### config.mk
export PLATFORM = sky130hd
export DESIGN_NAME = muldiv_ctrl_flat
export DESIGN_NICKNAME = d
export VERILOG_FILES = /design/src/rtl/muldiv_ctrl_pkg.sv /design/src/rtl/muldiv_ctrl_if.sv /design/src/rtl/muldiv_ctrl_step.sv /design/src/rtl/muldiv_ctrl.sv /design/src/flat_wrapper.sv
export SDC_FILE = /design/constraint.sdc
export NUM_CORES = 1
export LEC_CHECK = 0
export BUFFER_PORTS_ARGS = -buffer_cell sky130_fd_sc_hd__buf_2
export CORE_MARGIN = 10
export CORE_UTILIZATION = 56
export CTS_CLUSTER_SIZE = 8
export DETAILED_ROUTE_END_ITERATION = 10
export HOLD_SLACK_MARGIN = 0.05
export PLACE_DENSITY = 0.75
export SLEW_MARGIN = 20
export SYNTH_ARGS = -nofsm -noshare
export SYNTH_HDL_FRONTEND = slang
export SYNTH_SLANG_ARGS = --single-unit
### constraint.sdc
create_clock -name clk -period 3.5 [get_ports clk]
set_input_delay 0.875 -clock clk [delete_from_list [all_inputs] [get_ports clk]]
set_output_delay 0.875 -clock clk [all_outputs]
set_load 0.005 [all_outputs]
### src/rtl/muldiv_ctrl_pkg.sv
// muldiv_ctrl_pkg
// Shared definitions for the EX-stage multiply/divide sequencer:
//   - MD_* operation codes driven on op by the main decoder
//   - FSM state encoding used by muldiv_ctrl
//   - R-type funct codes for MULT/MULTU/DIV/DIVU and their op mapping
package muldiv_ctrl_pkg;

    // Operation select codes: bit 1 = divide, bit 0 = unsigned
    localparam logic [1:0] MD_MULT  = 2'b00;
    localparam logic [1:0] MD_MULTU = 2'b01;
    localparam logic [1:0] MD_DIV   = 2'b10;
    localparam logic [1:0] MD_DIVU  = 2'b11;

    // Sequencer states
    typedef enum logic [1:0] {
        ST_IDLE = 2'b00,
        ST_RUN  = 2'b01,
        ST_FIX  = 2'b10,
        ST_DONE = 2'b11
    } md_state_e;

    // R-type funct field values for the HI/LO arithmetic instructions
    localparam logic [5:0] FUNCT_MULT  = 6'h18;
    localparam logic [5:0] FUNCT_MULTU = 6'h19;
    localparam logic [5:0] FUNCT_DIV   = 6'h1A;
    localparam logic [5:0] FUNCT_DIVU  = 6'h1B;

    // Main decoder helper: funct field to sequencer op code
    function automatic logic [1:0] functToOp(input logic [5:0] funct);
        logic [1:0] op;
        op = MD_MULT;
        case (funct)
            FUNCT_MULT:  op = MD_MULT;
            FUNCT_MULTU: op = MD_MULTU;
            FUNCT_DIV:   op = MD_DIV;
            FUNCT_DIVU:  op = MD_DIVU;
            default:     op = MD_MULT;
        endcase
        return op;
    endfunction

    function automatic logic isDivOp(input logic [1:0] op);
        return op[1];
    endfunction

    function automatic logic isSignedOp(input logic [1:0] op);
        return ~op[0];
    endfunction

endpackage

### src/rtl/muldiv_ctrl_if.sv
// muldiv_ctrl_if
// Request/result bundle between the EX stage (master) and the
// multiply/divide sequencer (slave).
//   start/op/a/b/flush : request side, driven by the pipeline
//   stall/done/hilo_we : status back to the pipeline and HI/LO writeback
//   hi/lo              : 2*WIDTH result (product halves or remainder/quotient)
interface muldiv_ctrl_if
    import muldiv_ctrl_pkg::*;
#(
    parameter int WIDTH = 32
);
    logic             start;
    logic [1:0]       op;
    logic [WIDTH-1:0] a;
    logic [WIDTH-1:0] b;
    logic             flush;
    logic             stall;
    logic             done;
    logic             hilo_we;
    logic [WIDTH-1:0] hi;
    logic [WIDTH-1:0] lo;

    modport master (
        output start, op, a, b, flush,
        input  stall, done, hilo_we, hi, lo
    );

    modport slave (
        input  start, op, a, b, flush,
        output stall, done, hilo_we, hi, lo
    );
endinterface

### src/rtl/muldiv_ctrl_step.sv
// muldiv_step
// Combinational single-iteration datapath shared by multiply and divide.
//   isDiv_i          : 1 = restoring-divide step, 0 = shift-add multiply step
//   accHi_i/accLo_i  : current accumulator (partial product, or {rem, quo})
//   operand_i        : multiplicand (multiply) or divisor magnitude (divide)
//   accHi_o/accLo_o  : accumulator after one iteration
module muldiv_step
    import muldiv_ctrl_pkg::*;
#(
    parameter int WIDTH = 32
) (
    input  logic             isDiv_i,
    input  logic [WIDTH-1:0] accHi_i,
    input  logic [WIDTH-1:0] accLo_i,
    input  logic [WIDTH-1:0] operand_i,
    output logic [WIDTH-1:0] accHi_o,
    output logic [WIDTH-1:0] accLo_o
);

    logic [WIDTH:0] sum;
    logic [WIDTH:0] remShift;
    logic [WIDTH:0] diff;

    // The multiply sum keeps its carry so the right shift brings it into the
    // top of the partial product. The divide trial uses WIDTH+1 bits because the
    // shifted remainder can exceed WIDTH bits. The remainder is always below the
    // divisor before the shift, so diff stays within WIDTH+1-bit signed range and
    // bit WIDTH is a true sign.
    always_comb begin
        sum      = {1'b0, accHi_i} + (accLo_i[0] ? {1'b0, operand_i} : '0);
        remShift = {accHi_i, accLo_i[WIDTH-1]};
        diff     = remShift - {1'b0, operand_i};
        accHi_o  = sum[WIDTH:1];
        accLo_o  = {sum[0], accLo_i[WIDTH-1:1]};
        if (isDiv_i) begin
            if (!diff[WIDTH]) begin
                accHi_o = diff[WIDTH-1:0];
                accLo_o = {accLo_i[WIDTH-2:0], 1'b1};
            end else begin
                accHi_o = remShift[WIDTH-1:0];
                accLo_o = {accLo_i[WIDTH-2:0], 1'b0};
            end
        end
    end

endmodule

### src/rtl/muldiv_ctrl.sv
// muldiv_ctrl
// Iterative MULT/MULTU/DIV/DIVU sequencer for the EX stage. It runs one
// iteration per clock on operand magnitudes, fixes the signs at the end, and
// pulses done/hilo_we for one cycle.
//   clk, rst : clock, synchronous active-high reset
//   bus      : slave side of muldiv_ctrl_if (request in, stall/result out)
module muldiv_ctrl
    import muldiv_ctrl_pkg::*;
#(
    parameter int WIDTH = 32
) (
    input  logic           clk,
    input  logic           rst,
    muldiv_ctrl_if.slave   bus
);

    localparam int COUNT_W = $clog2(WIDTH);

    md_state_e          state_q, state_d;
    logic [COUNT_W-1:0] count_q, count_d;
    logic [WIDTH-1:0]   accHi_q, accHi_d;
    logic [WIDTH-1:0]   accLo_q, accLo_d;
    logic [WIDTH-1:0]   operand_q, operand_d;
    logic               isDiv_q, isDiv_d;
    logic               divZero_q, divZero_d;
    logic               negQuo_q, negQuo_d;
    logic               negRem_q, negRem_d;
    logic [WIDTH-1:0]   hi_q, hi_d;
    logic [WIDTH-1:0]   lo_q, lo_d;

    logic               signedOp;
    logic [WIDTH-1:0]   absA, absB;
    logic [WIDTH-1:0]   stepHi, stepLo;
    logic [2*WIDTH-1:0] product;

    muldiv_step #(.WIDTH(WIDTH)) u_step (
        .isDiv_i   (isDiv_q),
        .accHi_i   (accHi_q),
        .accLo_i   (accLo_q),
        .operand_i (operand_q),
        .accHi_o   (stepHi),
        .accLo_o   (stepLo)
    );

    // Operand magnitudes. The most negative value negates to itself, which
    // is exactly its magnitude when read as an unsigned number.
    always_comb begin
        signedOp = isSignedOp(bus.op);
        absA     = (signedOp && bus.a[WIDTH-1]) ? -bus.a : bus.a;
        absB     = (signedOp && bus.b[WIDTH-1]) ? -bus.b : bus.b;
        product  = negQuo_q ? -{accHi_q, accLo_q} : {accHi_q, accLo_q};
    end

    // Next-state logic. A flush in any state sends the FSM back to IDLE and
    // leaves hi/lo untouched.
    always_comb begin
        state_d   = state_q;
        count_d   = count_q;
        accHi_d   = accHi_q;
        accLo_d   = accLo_q;
        operand_d = operand_q;
        isDiv_d   = isDiv_q;
        divZero_d = divZero_q;
        negQuo_d  = negQuo_q;
        negRem_d  = negRem_q;
        hi_d      = hi_q;
        lo_d      = lo_q;

        case (state_q)
            ST_IDLE: begin
                if (bus.start && !bus.flush) begin
                    isDiv_d   = isDivOp(bus.op);
                    divZero_d = isDivOp(bus.op) && (bus.b == '0);
                    negQuo_d  = signedOp && (bus.a[WIDTH-1] ^ bus.b[WIDTH-1]);
                    negRem_d  = signedOp && bus.a[WIDTH-1];
                    accHi_d   = '0;
                    count_d   = '0;
                    if (isDivOp(bus.op)) begin
                        accLo_d   = (bus.b == '0) ? bus.a : absA;
                        operand_d = absB;
                    end else begin
                        accLo_d   = absB;
                        operand_d = absA;
                    end
                    state_d = ST_RUN;
                end
            end
            ST_RUN: begin
                // A divide by zero keeps the raw dividend parked in accLo.
                if (!divZero_q) begin
                    accHi_d = stepHi;
                    accLo_d = stepLo;
                end
                count_d = count_q + 1'b1;
                if (count_q == COUNT_W'(WIDTH - 1)) begin
                    count_d = '0;
                    state_d = ST_FIX;
                end
            end
            ST_FIX: begin
                if (divZero_q) begin
                    hi_d = accLo_q;
                    lo_d = '1;
                end else if (isDiv_q) begin
                    hi_d = negRem_q ? -accHi_q : accHi_q;
                    lo_d = negQuo_q ? -accLo_q : accLo_q;
                end else begin
                    hi_d = product[2*WIDTH-1:WIDTH];
                    lo_d = product[WIDTH-1:0];
                end
                state_d = ST_DONE;
            end
            ST_DONE: begin
                state_d = ST_IDLE;
            end
            default: state_d = ST_IDLE;
        endcase

        if (bus.flush) begin
            state_d = ST_IDLE;
            count_d = '0;
            hi_d    = hi_q;
            lo_d    = lo_q;
        end
    end

    // State and result registers.
    always_ff @(posedge clk) begin
        if (rst) begin
            state_q   <= ST_IDLE;
            count_q   <= '0;
            accHi_q   <= '0;
            accLo_q   <= '0;
            operand_q <= '0;
            isDiv_q   <= 1'b0;
            divZero_q <= 1'b0;
            negQuo_q  <= 1'b0;
            negRem_q  <= 1'b0;
            hi_q      <= '0;
            lo_q      <= '0;
        end else begin
            state_q   <= state_d;
            count_q   <= count_d;
            accHi_q   <= accHi_d;
            accLo_q   <= accLo_d;
            operand_q <= operand_d;
            isDiv_q   <= isDiv_d;
            divZero_q <= divZero_d;
            negQuo_q  <= negQuo_d;
            negRem_q  <= negRem_d;
            hi_q      <= hi_d;
            lo_q      <= lo_d;
        end
    end

    // stall drops in DONE so the pipeline advances while HI/LO are written.
    assign bus.stall   = ((state_q == ST_IDLE) && bus.start && !bus.flush)
                       || (state_q == ST_RUN) || (state_q == ST_FIX);
    assign bus.done    = (state_q == ST_DONE);
    assign bus.hilo_we = (state_q == ST_DONE);
    assign bus.hi      = hi_q;
    assign bus.lo      = lo_q;

endmodule

### src/flat_wrapper.sv
// flat-port wrapper written by rule: the top's interface ports become plain ports
module muldiv_ctrl_flat import muldiv_ctrl_pkg::*;
#(
    parameter int WIDTH = 32
)
  (clk, rst, bus_start, bus_op, bus_a, bus_b, bus_flush, bus_stall, bus_done, bus_hilo_we, bus_hi, bus_lo);
  muldiv_ctrl_if #(.WIDTH(WIDTH)) bus_i ();
  input  logic clk;
  input  logic rst;
  input wire logic [$bits(bus_i.start)-1:0] bus_start;
  input wire logic [$bits(bus_i.op)-1:0] bus_op;
  input wire logic [$bits(bus_i.a)-1:0] bus_a;
  input wire logic [$bits(bus_i.b)-1:0] bus_b;
  input wire logic [$bits(bus_i.flush)-1:0] bus_flush;
  output wire logic [$bits(bus_i.stall)-1:0] bus_stall;
  output wire logic [$bits(bus_i.done)-1:0] bus_done;
  output wire logic [$bits(bus_i.hilo_we)-1:0] bus_hilo_we;
  output wire logic [$bits(bus_i.hi)-1:0] bus_hi;
  output wire logic [$bits(bus_i.lo)-1:0] bus_lo;
  assign bus_i.start = bus_start;
  assign bus_i.op = bus_op;
  assign bus_i.a = bus_a;
  assign bus_i.b = bus_b;
  assign bus_i.flush = bus_flush;
  assign bus_stall = bus_i.stall;
  assign bus_done = bus_i.done;
  assign bus_hilo_we = bus_i.hilo_we;
  assign bus_hi = bus_i.hi;
  assign bus_lo = bus_i.lo;
  muldiv_ctrl #(.WIDTH(WIDTH)) u_core (.clk(clk), .rst(rst), .bus(bus_i));
endmodule
==> results.json <==
{
  "grt_pass1_vias": 15366,
  "switching_power_mw": 2.04,
  "drtIter0Drc": 2467,
  "arrival_ps": 3680,
  "num_io_pins": 137,
  "hold_viol_final": 0,
  "ant_nets": 0,
  "clock-sinks": 171,
  "dr_total_vias": 16786,
  "p_leak_nw": 7.24,
  "syn2layout_area_growth_pct": 15.6,
  "synthSimpleGateAreaFrac": 0.222,
  "start_util": 0.571,
  "antennaDiodeCount": 0,
  "drc": 0,
  "max-vdd-ir-drop_mv": 0.245,
  "die_x_um": 183,
  "port_buffers": 136,
  "synth_top_area_cell": "dfxtp_1",
  "synth_top_family_by_area": "compound AO/OA/AOI/OAI gates",
  "tritoncts": "built",
  "cp-start-kind": "register",
  "ys_top_cells_by_area": "dfxtp_1, xnor2_1, ha_1",
  "die_area_sq_um": 33600,
  "grt_overflow": 0,
  "cts_buffers": 17,
  "crit_buf_inv": 0,
  "die_h_um": 183,
  "synth.avg_cell_area_sq_um": 7.24,
  "fillers": 2380,
  "antenna_found_initial": 1,
  "p_clk_frac": 0.366,
  "worstSetupPathType": "reg -> reg",
  "rows": 59,
  "fmax_ghz": 0.302,
  "synthFlopType": "dfxtp_1",
  "power_density_nw_per_um2": 323,
  "synth_fa_ha_area_frac": 0.0648,
  "drive_gt1_frac": 0.159,
  "place_hpwl_um": 44800,
  "synth_cell_types": 80,
  "coreArea_sq_um": 26100,
  "gp_congestion": 1.08,
  "crit_required_ps": 3860,
  "crit_top_cell": "or4_4",
  "min_period_ps": 3310,
  "place_ws_ps": 19.6,
  "critPathCaptureType": "register",
  "post-cts-setup-buffer-count": 0,
  "p_int_mw": 3.54,
  "grt_pass1_wl_um": 88300,
  "root_buffer": "clkbuf_16",
  "setup_violations": 0,
  "synth_cells": 2060,
  "grt_util_all_layers": 0.332,
  "synthTopCellsByCount": "nor2_1, nand2_1, a21oi_1, dfxtp_1, o21ai_0",
  "final_nets": 2362,
  "cp_max_fo": 5,
  "hp-class": "reg -> reg",
  "yosysWarnings": 0,
  "swShare": 0.365,
  "max_stage_delay_ps": 590,
  "grt_max_degree": 67,
  "tightest_slew_ps": 860,
  "clock_path_buffers": 2,
  "yosys.cell_count.top_type": "nor2_1",
  "muxShareOfSynthArea": 0.0429,
  "cp_slowest_cell": "or4_4",
  "synth_edf_count": 0,
  "viasPerCell": 6.55,
  "setup_tns_ps": 0,
  "synth-seq-cells": 171,
  "seq_power_share": 0.370,
  "p_comb_frac": 0.263,
  "synth_nets": 2206,
  "synth_area_sq_um": 14900,
  "skew_ps": 21.5,
  "path_clk_slew_ps": 80,
  "rsz0062_at_grt": "no",
  "synth_xor_area_frac": 0.117,
  "slew_viol_final": 0,
  "clock_latency_ps": 460,
  "relSlewSlack": 0.427,
  "drtPass1Iterations": 6,
  "wl_per_cell_um": 22.6,
  "async_flop_share": 0,
  "synth_top_area_share": 0.230,
  "wl_um": 58000,
  "max_cap_viol_count": 0,
  "synth_compound_area_frac": 0.272,
  "cp_cell_sequence": "or4_4 -> or4_4 -> or3_1 -> nor2_4 -> nor2_2 -> o31ai_4 -> xnor2_1 -> mux2i_1 -> a211oi_1",
  "crit_family": "simple AND/OR/NAND/NOR gates",
  "finalCritPeriodShare": 0.947,
  "status": "finished clean",
  "final.setup.worst_slack_ps": 186,
  "htree_num_levels": 4,
  "holdWs_ps": 454,
  "yosysSeqAreaShare": 0.230
}
power by group through the flow:
stage / Sequential [mW] / Combinational [mW] / Clock, mW
CTS: 2.06 / 1.42 / 2.04
global route: 2.07 / 1.56 / 2.11
floorplan: 2.08 / 0.914 / 0
global placement: 2.11 / 1.40 / 0
detailed placement: 2.11 / 1.41 / 0
finish: 2.07 / 1.47 / 2.04
flip-flops by register name, indices dropped and copies added (netlist names):
signal,cells
u_core.state_q,2
u_core.negQuo_q,1
u_core.negRem_q,1
u_core.operand_q,32
u_core.bus.hi,32
u_core.count_q,5
u_core.bus.lo,32
u_core.accHi_q,32
u_core.divZero_q,1
u_core.isDiv_q,1
u_core.accLo_q,32
layout by cell type (no fill, tap or decap), types with 11 or more instances in the layout:
master and count:
a211oi_1 51, a21o_1 26, a21oi_1 177, a221oi_1 15
a22oi_1 21, a31oi_1 19, and3_1 28, buf_2 135
buf_4 138, clkbuf_16 17, dfxtp_1 170, ha_1 74
inv_1 58, mux2_2 15, mux2i_1 47, nand2_1 224
nand2b_1 19, nand3_1 35, nor2_1 230, nor2b_1 11
nor3_1 44, nor4_1 20, o211ai_1 45, o21a_1 11
o21ai_0 156, o31ai_1 22, or3_1 24, or4_1 14
xnor2_1 107, xor2_1 92
cells by family after synthesis:
family	count (synthesis)
XOR/XNOR	199
flip-flops	171
buffers and inverters	200
AO/OA/AOI/OAI	639
multiplexers	62
adder cells (fa/ha/maj)	76
AND/OR/NAND/NOR	713
path summary, 6_finish.rpt:
| kind | start | end | slack [ps] | cells past startpoint |
|---|---|---|---|---|
| max | u_core.accLo_q[11] | u_core.bus.hi[11] | 190 | 9 |
| min | u_core.bus.hi[3] | u_core.bus.hi[3] | 450 | 2 |
| max reg2reg | u_core.accLo_q[11] | u_core.bus.hi[11] | 190 | 9 |
| min reg2reg | u_core.bus.hi[3] | u_core.bus.hi[3] | 450 | 2 |
what timing repair did:
| item | CTS | global route |
|---|---|---|
| gates resized for setup | 0 | 3 |
| endpoints found under the setup margin | 0 | 4 |
| hold buffers | 0 | 0 |
layer usage:
metal	up-vias	global-route usage	part of all wire
met2	1098	0.509	0.43
li1	7736	-	-
met1	7798	0.436	0.39
met4	0	0.145	0.044
met5	-	0	0
met3	154	0.0757	0.13
worst min-delay path: cells and delay by family (launching register included):
kind | cells | cell delay, ps
AO/OA/AOI/OAI | 1 | 50
flip-flops | 1 | 320
AND/OR/NAND/NOR | 1 | 50
per-stage QoR:
| step | total power, mW | cells | area [sq um] | util |
|---|---|---|---|---|
| CTS | 5.52 | 2564 | 17200 | 0.660 |
| floorplan | 3.00 | 2060 | 14900 | - |
| finish | 5.58 | 2564 | 17200 | 0.660 |
| detailed placement | 3.52 | 2532 | 16600 | 0.635 |
| global route | 5.74 | 2564 | 17200 | 0.660 |
| global placement | 3.50 | 2532 | 16600 | 0.635 |
area by class of cell:
| class | instances | area, sq um | share of cell area |
|---|---|---|---|
| Clock buffer | 17 | 425 | 0.0247 |
| Tap cell | 335 | 419 | 0.0243 |
| Sequential cell | 171 | 3420 | 0.199 |
| Clock inverter | 15 | 213 | 0.0123 |
| Multi-Input combinational cell | 1689 | 10700 | 0.623 |
| Inverter | 60 | 225 | 0.0131 |
| Timing Repair Buffer | 277 | 1790 | 0.104 |
Note: power is estimated with default switching activity, not from simulation.
